File: src/rtl/smooth_arbiter.sv
// ---------------------------------------------------------------------------
// smooth_arbiter
//   Shared moving-average engine. Per-channel sample requests are
//   round-robin arbitrated into a single running-sum datapath; every channel
//   owns a 2^LOG2_DEPTH-entry circular window and a running sum. One
//   averaged, channel-tagged result is produced per accepted sample.
//
//   Transaction: IDLE (grant + latch sample) -> UPD (ack, update window)
//                -> OUT (result valid) -> IDLE. One sample per 3 cycles.
//
// Ports
//   clk        rising-edge clock
//   reset      asynchronous active-low reset (low = reset)
//   req        per-channel level request
//   data       channel c sample at [c*W +: W], stable while req[c] is high
//   flush      synchronous clear of all windows/sums/pointers/counts
//   ack        one-hot, one-cycle pulse: sample of that channel accepted
//   out_valid  one-cycle pulse: out_ch/out_avg/out_full carry a new result
//   out_ch     channel of the result
//   out_avg    window sum >> LOG2_DEPTH (empty slots count as zero)
//   out_full   window of out_ch holds DEPTH real samples
// ---------------------------------------------------------------------------
module smooth_arbiter #(
    parameter int NCH        = 4,
    parameter int W          = 12,
    parameter int LOG2_DEPTH = 4
) (
    input  logic                    clk,
    input  logic                    reset,
    input  logic [NCH-1:0]          req,
    input  logic [NCH*W-1:0]        data,
    input  logic                    flush,
    output logic [NCH-1:0]          ack,
    output logic                    out_valid,
    output logic [$clog2(NCH)-1:0]  out_ch,
    output logic [W-1:0]            out_avg,
    output logic                    out_full
);

    localparam int CHW   = $clog2(NCH);
    localparam int DEPTH = 1 << LOG2_DEPTH;
    localparam int SW    = W + LOG2_DEPTH;   // sum of DEPTH W-bit samples fits
    localparam int CW    = LOG2_DEPTH + 1;   // count 0..DEPTH

    typedef enum logic [1:0] {
        S_IDLE = 2'd0,
        S_UPD  = 2'd1,
        S_OUT  = 2'd2
    } state_t;

    // Global control state
    state_t           state_q, state_d;
    logic [CHW-1:0]   last_q, last_d;
    logic [CHW-1:0]   g_q, g_d;
    logic [W-1:0]     s_q, s_d;

    // Registered outputs
    logic [NCH-1:0]   ack_q, ack_d;
    logic             out_valid_q, out_valid_d;
    logic [CHW-1:0]   out_ch_q, out_ch_d;
    logic [W-1:0]     out_avg_q, out_avg_d;
    logic             out_full_q, out_full_d;

    // Per-channel window state
    logic [W-1:0]          buf_q [NCH][DEPTH];
    logic [W-1:0]          buf_d [NCH][DEPTH];
    logic [LOG2_DEPTH-1:0] ptr_q [NCH];
    logic [LOG2_DEPTH-1:0] ptr_d [NCH];
    logic [SW-1:0]         sum_q [NCH];
    logic [SW-1:0]         sum_d [NCH];
    logic [CW-1:0]         cnt_q [NCH];
    logic [CW-1:0]         cnt_d [NCH];

    // Unpack the flat sample bus into per-channel lanes
    logic [W-1:0] data_ch [NCH];
    generate
        for (genvar gi = 0; gi < NCH; gi++) begin : g_lane
            assign data_ch[gi] = data[gi*W +: W];
        end
    endgenerate

    // Round-robin pick: search last+1, last+2, ... wrapping, ending at last
    logic           pick_found;
    logic [CHW-1:0] pick;
    logic [CHW-1:0] scan_idx;

    always_comb begin
        pick_found = 1'b0;
        pick       = '0;
        scan_idx   = '0;
        for (int k = 1; k <= NCH; k++) begin
            scan_idx = CHW'((int'(last_q) + k) % NCH);
            if (!pick_found && req[scan_idx]) begin
                pick_found = 1'b1;
                pick       = scan_idx;
            end
        end
    end

    // Window update terms for the latched grant
    logic [W-1:0]  old_sample;
    logic [SW-1:0] sum_new;
    logic [CW-1:0] cnt_new;

    always_comb begin
        old_sample = buf_q[g_q][ptr_q[g_q]];
        sum_new    = sum_q[g_q] - {{LOG2_DEPTH{1'b0}}, old_sample}
                                + {{LOG2_DEPTH{1'b0}}, s_q};
        cnt_new    = (cnt_q[g_q] == CW'(DEPTH)) ? cnt_q[g_q] : cnt_q[g_q] + 1'b1;
    end

    always_comb begin
        state_d     = state_q;
        last_d      = last_q;
        g_d         = g_q;
        s_d         = s_q;
        ack_d       = '0;
        out_valid_d = 1'b0;
        out_ch_d    = out_ch_q;
        out_avg_d   = out_avg_q;
        out_full_d  = out_full_q;
        buf_d       = buf_q;
        ptr_d       = ptr_q;
        sum_d       = sum_q;
        cnt_d       = cnt_q;

        if (flush) begin
            // Abort any in-flight transaction; the arbitration pointer survives
            state_d    = S_IDLE;
            out_ch_d   = '0;
            out_avg_d  = '0;
            out_full_d = 1'b0;
            for (int c = 0; c < NCH; c++) begin
                ptr_d[c] = '0;
                sum_d[c] = '0;
                cnt_d[c] = '0;
                for (int e = 0; e < DEPTH; e++) begin
                    buf_d[c][e] = '0;
                end
            end
        end else begin
            case (state_q)
                S_IDLE: begin
                    if (pick_found) begin
                        g_d     = pick;
                        s_d     = data_ch[pick];
                        last_d  = pick;
                        ack_d   = {{(NCH-1){1'b0}}, 1'b1} << pick;
                        state_d = S_UPD;
                    end
                end
                S_UPD: begin
                    buf_d[g_q][ptr_q[g_q]] = s_q;
                    ptr_d[g_q]  = ptr_q[g_q] + 1'b1;    // natural wrap at DEPTH
                    sum_d[g_q]  = sum_new;
                    cnt_d[g_q]  = cnt_new;
                    // Result is built from the post-update window so it is
                    // ready as a registered output during OUT
                    out_valid_d = 1'b1;
                    out_ch_d    = g_q;
                    out_avg_d   = sum_new[SW-1:LOG2_DEPTH];
                    out_full_d  = (cnt_new == CW'(DEPTH));
                    state_d     = S_OUT;
                end
                S_OUT: begin
                    state_d = S_IDLE;
                end
                default: begin
                    state_d = S_IDLE;
                end
            endcase
        end
    end

    always_ff @(posedge clk or negedge reset) begin
        if (!reset) begin
            state_q     <= S_IDLE;
            last_q      <= CHW'(NCH - 1);   // channel 0 wins the first grant
            g_q         <= '0;
            s_q         <= '0;
            ack_q       <= '0;
            out_valid_q <= 1'b0;
            out_ch_q    <= '0;
            out_avg_q   <= '0;
            out_full_q  <= 1'b0;
            for (int c = 0; c < NCH; c++) begin
                ptr_q[c] <= '0;
                sum_q[c] <= '0;
                cnt_q[c] <= '0;
                for (int e = 0; e < DEPTH; e++) begin
                    buf_q[c][e] <= '0;
                end
            end
        end else begin
            state_q     <= state_d;
            last_q      <= last_d;
            g_q         <= g_d;
            s_q         <= s_d;
            ack_q       <= ack_d;
            out_valid_q <= out_valid_d;
            out_ch_q    <= out_ch_d;
            out_avg_q   <= out_avg_d;
            out_full_q  <= out_full_d;
            ptr_q       <= ptr_d;
            sum_q       <= sum_d;
            cnt_q       <= cnt_d;
            buf_q       <= buf_d;
        end
    end

    assign ack       = ack_q;
    assign out_valid = out_valid_q;
    assign out_ch    = out_ch_q;
    assign out_avg   = out_avg_q;
    assign out_full  = out_full_q;

endmodule
File: config.mk
export PLATFORM = sky130hd
export DESIGN_NAME = smooth_arbiter
export DESIGN_NICKNAME = d
export VERILOG_FILES = /design/src/rtl/smooth_arbiter.sv
export SDC_FILE = /design/constraint.sdc
export NUM_CORES = 2
export LEC_CHECK = 0
export ABC_AREA = 1
export BUFFER_PORTS_ARGS = -buffer_cell sky130_fd_sc_hd__buf_2
export CAP_MARGIN = 0
export CORE_MARGIN = 2
export CORE_UTILIZATION = 55
export CTS_CLUSTER_SIZE = 12
export DETAILED_ROUTE_END_ITERATION = 6
export GPL_ROUTABILITY_DRIVEN = 0
export PLACE_DENSITY = 0.74
export SLEW_MARGIN = 20
export SYNTH_ARGS = -nofsm -noshare
export SYNTH_HDL_FRONTEND = slang
export SYNTH_SLANG_ARGS = --single-unit
File: constraint.sdc
create_clock -name clk -period 5 [get_ports clk]
set_input_delay 1 -clock clk [delete_from_list [all_inputs] [get_ports clk]]
set_output_delay 1 -clock clk [all_outputs]
set_load 0.01 [all_outputs]
# Yosys cells after proc, flatten, opt, wreduce, memory -nomap -nowiden
# Cells that the tools add are included.
# word_totals
wordCells,193
in_bits,55
regBits,906
output_inout_bits,20
# classes
n_bitwise,4
order_cmp,9
reduce_logical,11
n_shift,1
mux,71
n_eq_ne,4
add_sub_neg,8
# ops
op,n
768-bit 2-to-1 mux,2
768-bit bitwise mux,1
192-bit 2-to-1 mux,3
192-bit binary-select mux with 2-bit select,1
192-bit demux with 2-bit select,1
64-bit 2-to-1 mux,2
12-bit 2-to-1 mux,7
16-bit 2-to-1 mux,5
64-bit bitwise mux,1
12-bit binary-select mux with 4-bit select,1
12-bit demux with 4-bit select,1
20-bit 2-to-1 mux,2
16-bit binary-select mux with 2-bit select,1
16-bit demux with 2-bit select,1
12-bit binary-select mux with 2-bit select,1
4-bit 2-to-1 mux,6
20-bit bitwise mux,1
5-bit 2-to-1 mux,4
16-bit by 12-bit adder with 16-bit output,1
16-bit bitwise mux,1
2-bit 2-to-1 mux,8
16-bit by 12-bit subtractor with 16-bit output,1
2-bit by 3-bit less-than comparator with 1-bit output (second input constant),4
1-bit 2-to-1 mux,12
other kinds (26),40

# Longest topological paths before layout
# depth
ltp_word,17
ltp_mapped,26
ltp_nobuf,24

# Least setup slack after synthesis
# OpenSTA, ideal clock, no wires.
# synth_timing
kind,reg2reg
startpoint,register g_q[0]
endpoint,"register out_avg_q[11], in the netlist out_avg[11]"
required_time_ps,4882
n_path_buf,3
setup_slack_ps,870
setup_ps,118
synth_period_minus_slack_ps,4130
path_stages_with_launch,24
arrival_time_ps,4012
cell_sequence,dfrtp_1 nand2_1 buf_1 buf_2 clkbuf_1 o22ai_1 o21ai_0 nand3_1 nand3_1 nand4_1 fa_1 inv_1 ha_1 nand3_1 nand2_1 nand2_1 nand2_1 nand2_1 o21ai_0 nand3_1 nand2_1 nand2_1 nand3_1 nand2_1
# synth_via
elab_chain_len,12
elab_cells_between_ends,18
classes_between,add/sub (2); mux (14); bitwise (2)
# synth_rtl
item,line,text
from (decl),54,"logic [CHW-1:0] g_q, g_d;"
from (signal assigned),197,g_q <= g_d;
2-bit NOT with 3-bit output (not written as such) *,"106, 107",
4-bit binary-select mux with 2-bit select,106,old_sample = buf_q[g_q][ptr_q[g_q]];
4-bit 2-to-1 mux (not written as such) (2 in series),106,
4-bit NOT with 5-bit output (not written as such),106,
12-bit binary-select mux with 4-bit select,106,
12-bit 2-to-1 mux (not written as such) (2 in series),106,
16-bit by 12-bit subtractor with 16-bit output *,107,"sum_new = sum_q[g_q] - {{LOG2_DEPTH{1'b0}}, old_sample}"
16-bit by 12-bit adder with 16-bit output *,108,"+ {{LOG2_DEPTH{1'b0}}, s_q};"
12-bit 2-to-1 mux *,142,case (state_q)
12-bit 2-to-1 mux *,127,if (flush) begin
to (signal assigned),202,out_avg_q <= out_avg_d;
to (decl),61,"logic [W-1:0] out_avg_q, out_avg_d;"
# Mark *: on every way between the ends. The rest lies on a longest branch, timed or not. The select of a mux whose other input is x is not followed.
# A chain may end at the register's enable or synchronous reset.

# Worst setup path in the final report
# layout_timing
startpoint,register g_q[0]
endpoint,register sum_q[12] (netlist bit)
# layout_via
elab_chain_len,13
elab_cells_between_ends,24
classes_between,add/sub (2); order compare (2); mux (17); bitwise (2); reduce/logical (1)
# layout_rtl
item,line,text
2-bit NOT with 3-bit output (not written as such) *,"106, 107, 155",
4-bit binary-select mux with 2-bit select,106,
4-bit 2-to-1 mux (not written as such) (2 in series),106,
4-bit NOT with 5-bit output (not written as such),106,
12-bit binary-select mux with 4-bit select,106,
12-bit 2-to-1 mux (not written as such) (2 in series),106,
16-bit by 12-bit subtractor with 16-bit output,107,
16-bit by 12-bit adder with 16-bit output,108,
64-bit bitwise mux *,155,sum_d[g_q] = sum_new;
64-bit 2-to-1 mux *,142,
64-bit 2-to-1 mux *,127,
to (signal assigned),205,sum_q <= sum_d;
to (decl),69,logic [SW-1:0] sum_q [NCH];
# Marked as above.

==> run_results.csv <==
group,metric,value,unit
yosys,netlist_instances,5284,
worst_setup_path,path_max_fanout,23,
cts,cts_buffers,96,
global_route,grt_pass1_wl,223000,um
worst_setup_path,max_stage_delay,0.59,ns
worst_setup_path,crit_path_start_kind,"flip-flop",
yosys,synth_fp_nets,5373,
placement,dpl.hpwl,91400,um
global_route,grt_max_degree,192,
die,ios,75,
routing,avgViaCountPerCell,6.21,
worst_setup_path,cp-endpoint,"sum_q[12]$_DFFE_PN0P_",
power_and_ir_drop,p_leak,22.9,nW
timing,setup_viol,0,
yosys,synth.distinct_cells,39,
global_route,grt_pass1_vias,36979,
timing,fin_crit_sh,95.9,%
yosys,synth_area,42800,sq um
cts,cts_sinks,906,
die,dieWidth,283,um
worst_setup_path,r2r_slack,0.20,ns
timing,tightest_slew,1.15,ns
yosys,ys_seq_elements,906,
routing,dr.pass1.iters,7,
cts,htree_levels,3,
timing,timing.fmax,208,MHz
cts,clk_pin_slew,0.06,ns
worst_setup_path,path_cells,"nand2_4, buf_4, o21ai_0, o21ai_0, nand3_1, nand3_1, nand4_1, fa_1, inv_1, ha_1, nand2_1, inv_1, a21boi_0, nand3_1, a21o_1, or2_2, nand3_1, nand2_1",
outcome,status,"complete, but fails checks",
yosys,seq_area_frac_synth,53.0,%
cts,cts_setup_buffers,0,
worst_setup_path,crit_top_cell,"nand3_1",
yosys,yosys_most_used_dff,"dfrtp_1",
layout,final_cell_mix,"nand2_1 (1784), dfrtp_1 (903), nand3_1 (770), o21ai_0 (534), inv_1 (298)",
die,die_h,283,um
global_route,grt.total_usage,36.4,%
layout,final_common_cell,"nand2_1",
placement,io_buffers,74,
global_route,grt-ovfl-total,0,
timing,slew_headroom,23.0,%
layout,area_growth,11.2,%
routing,antenna_left,0,
cts,root_buffer,"clkbuf_16",
worst_setup_path,regToRegStartpoint,"g_q[0]$_DFFE_PN0P_",
routing,via_count,39334,
worst_setup_path,worstPathArrival,5.36,ns
cts,insertion_delay,0.68,ns
worst_setup_path,worstSetupPathType,"flip-flop to flip-flop",
power_and_ir_drop,powerDensity,550,nW/um^2
timing,rsz0062_at_grt,"no",
worst_hold_path,worstHoldPathType,"primary input to asynchronous set/reset pin",
job,drv_cap,0,
cts,ctsLongestPathBuffers,3,
die,start_util,55.4,%
layout,layout.nets,5305,
routing,wl_per_cell,22.9,um
timing,slew_viol_final,0,
routing,routed_wl,145000,um
routing,drt_iter0_markers,5627,
die,core_area,77200,sq um
outcome,violations,"DRC",
routing,drc,9,
worst_setup_path,crit_slowest_cell,"fa_1",
cts,ctsResizeCount,0,
timing,holdWs,0.418,ns
die,num_rows,102,
global_route,antenna_found_initial,1,
layout,insertedDiodeCount,0,
timing,min_period,4.80,ns
timing,skew,0.0162,ns
yosys,async_flop_share,100,%
worst_setup_path,cp-end-kind,"flip-flop",
yosys,yosys_warnings,0,
timing,fin_tns_setup,0,ns
yosys,syn_avg_cell_area,8.09,sq um
layout,drive_above_1_share,7.81,%
cts,cts_tree,"done",
worst_setup_path,r2r-end,"sum_q[12]$_DFFE_PN0P_",
worst_setup_path,r2r_cells,18,
yosys,synth_edf_count,0,
die,die-area,80000,sq um
worst_setup_path,cp.required,5.56,ns
worst_setup_path,startpoint,"g_q[0]$_DFFE_PN0P_",
timing,hold_viol,0,
cts,hold_buffers,0,
power_and_ir_drop,irDropWorstVdd,0.000751,V
-- sequential cells by signal (all words and copies together) (netlist names), 4 cells and up --
name     flops
sum_q       64
ack          4
ptr_q       16
out_avg     12
s_q         12
buf_q      768
cnt_q       20
-- critical path, delay by kind of cell (launching register included) --
family / cells / cell delay, ns
AOI/OAI and AO/OA: 4 / 0.96
buffers and inverters: 3 / 0.55
adders and majority gates: 2 / 0.94
and+or+nand+nor: 9 / 1.70
DFF: 1 / 0.49
-- where the power goes --
group	internal (W)	switching (W)
Clock	0.00398	0.00305
Combinational	0.00282	0.00837
Sequential	0.00771	0.000214
-- Yosys cell counts, drive strengths merged (11+ instances only) --
| cell type | instances | share of area (%) |
|---|---|---|
| a21oi | 20 | 0.23 |
| a221oi | 12 | 0.25 |
| a22oi | 197 | 3.5 |
| buf | 72 | 0.67 |
| clkbuf | 285 | 2.5 |
| dfrtp | 904 | 53 |
| fa | 12 | 0.56 |
| ha | 22 | 0.64 |
| inv | 307 | 2.7 |
| nand2 | 1793 | 16 |
| nand3 | 771 | 9.0 |
| nand4 | 21 | 0.31 |
| nor2 | 139 | 1.6 |
| nor3 | 11 | 0.18 |
| o21ai | 549 | 6.4 |
| o221ai | 12 | 0.25 |
| o22ai | 105 | 1.5 |
-- per-stage QoR --
step | setup slack (ns) | util [%] | std cells | power (W) | instance area, sq um
detailed placement | 0.288 | 57.6 | 6157 | 0.0186 | 44500
global placement | 0.401 | 57.6 | 6156 | 0.0185 | 44400
floorplan | 0.870 | - | 5284 | 0.0145 | 42800
global route | 0.0129 | 61.6 | 6331 | 0.0272 | 47500
CTS | 0.186 | 61.5 | 6330 | 0.0256 | 47500
finish | 0.203 | 61.6 | 6331 | 0.0261 | 47500
-- cells by family (layout without fill, tap and decap cells) --
kind of cell	after synthesis	after routing	synth area share [%]
flip-flops	906	906	53.0
AO/OA/AOI/OAI	921	921	12.6
adder cells (fa/ha/maj)	34	34	1.21
XOR/XNOR	10	10	0.205
buffers and inverters	671	678	5.92
AND/OR/NAND/NOR	2742	2742	27.0
-- per-layer routing --
layer,up-vias,GRT usage (%),routed length (um)
met2,2413,52.2,61800
met5,-,0,11
met1,19055,50.9,57100
li1,17396,-,-
met3,468,10.5,18200
met4,2,17.8,7740
-- area by class of cell --
cell class,count,area [sq um]
Fill cell,6673,29700
Sequential cell,906,22700
Multi-Input combinational cell,3707,17700
Clock buffer,144,2730
Timing Repair Buffer,191,1620
Tap cell,1040,1300
Inverter,314,1200
Clock inverter,29,298
-- worst min-delay path by stage --
stage	from	to	slack [ns]	cells past startpoint
3_5_place_dp	buf_q[194]$_DFFE_PN0P_	buf_q[194]$_DFFE_PN0P_	0.46	2
6_report	reset	buf_q[502]$_DFFE_PN0P_	0.42	1
4_1_cts	reset	buf_q[644]$_DFFE_PN0P_	0.46	1
2_1_floorplan	buf_q[10]$_DFFE_PN0P_	buf_q[10]$_DFFE_PN0P_	0.44	2
5_1_grt	reset	buf_q[502]$_DFFE_PN0P_	0.48	1
3_3_place_gp	buf_q[41]$_DFFE_PN0P_	buf_q[41]$_DFFE_PN0P_	0.45	2
No activity file was read; power rests on OpenSTA's default activity.
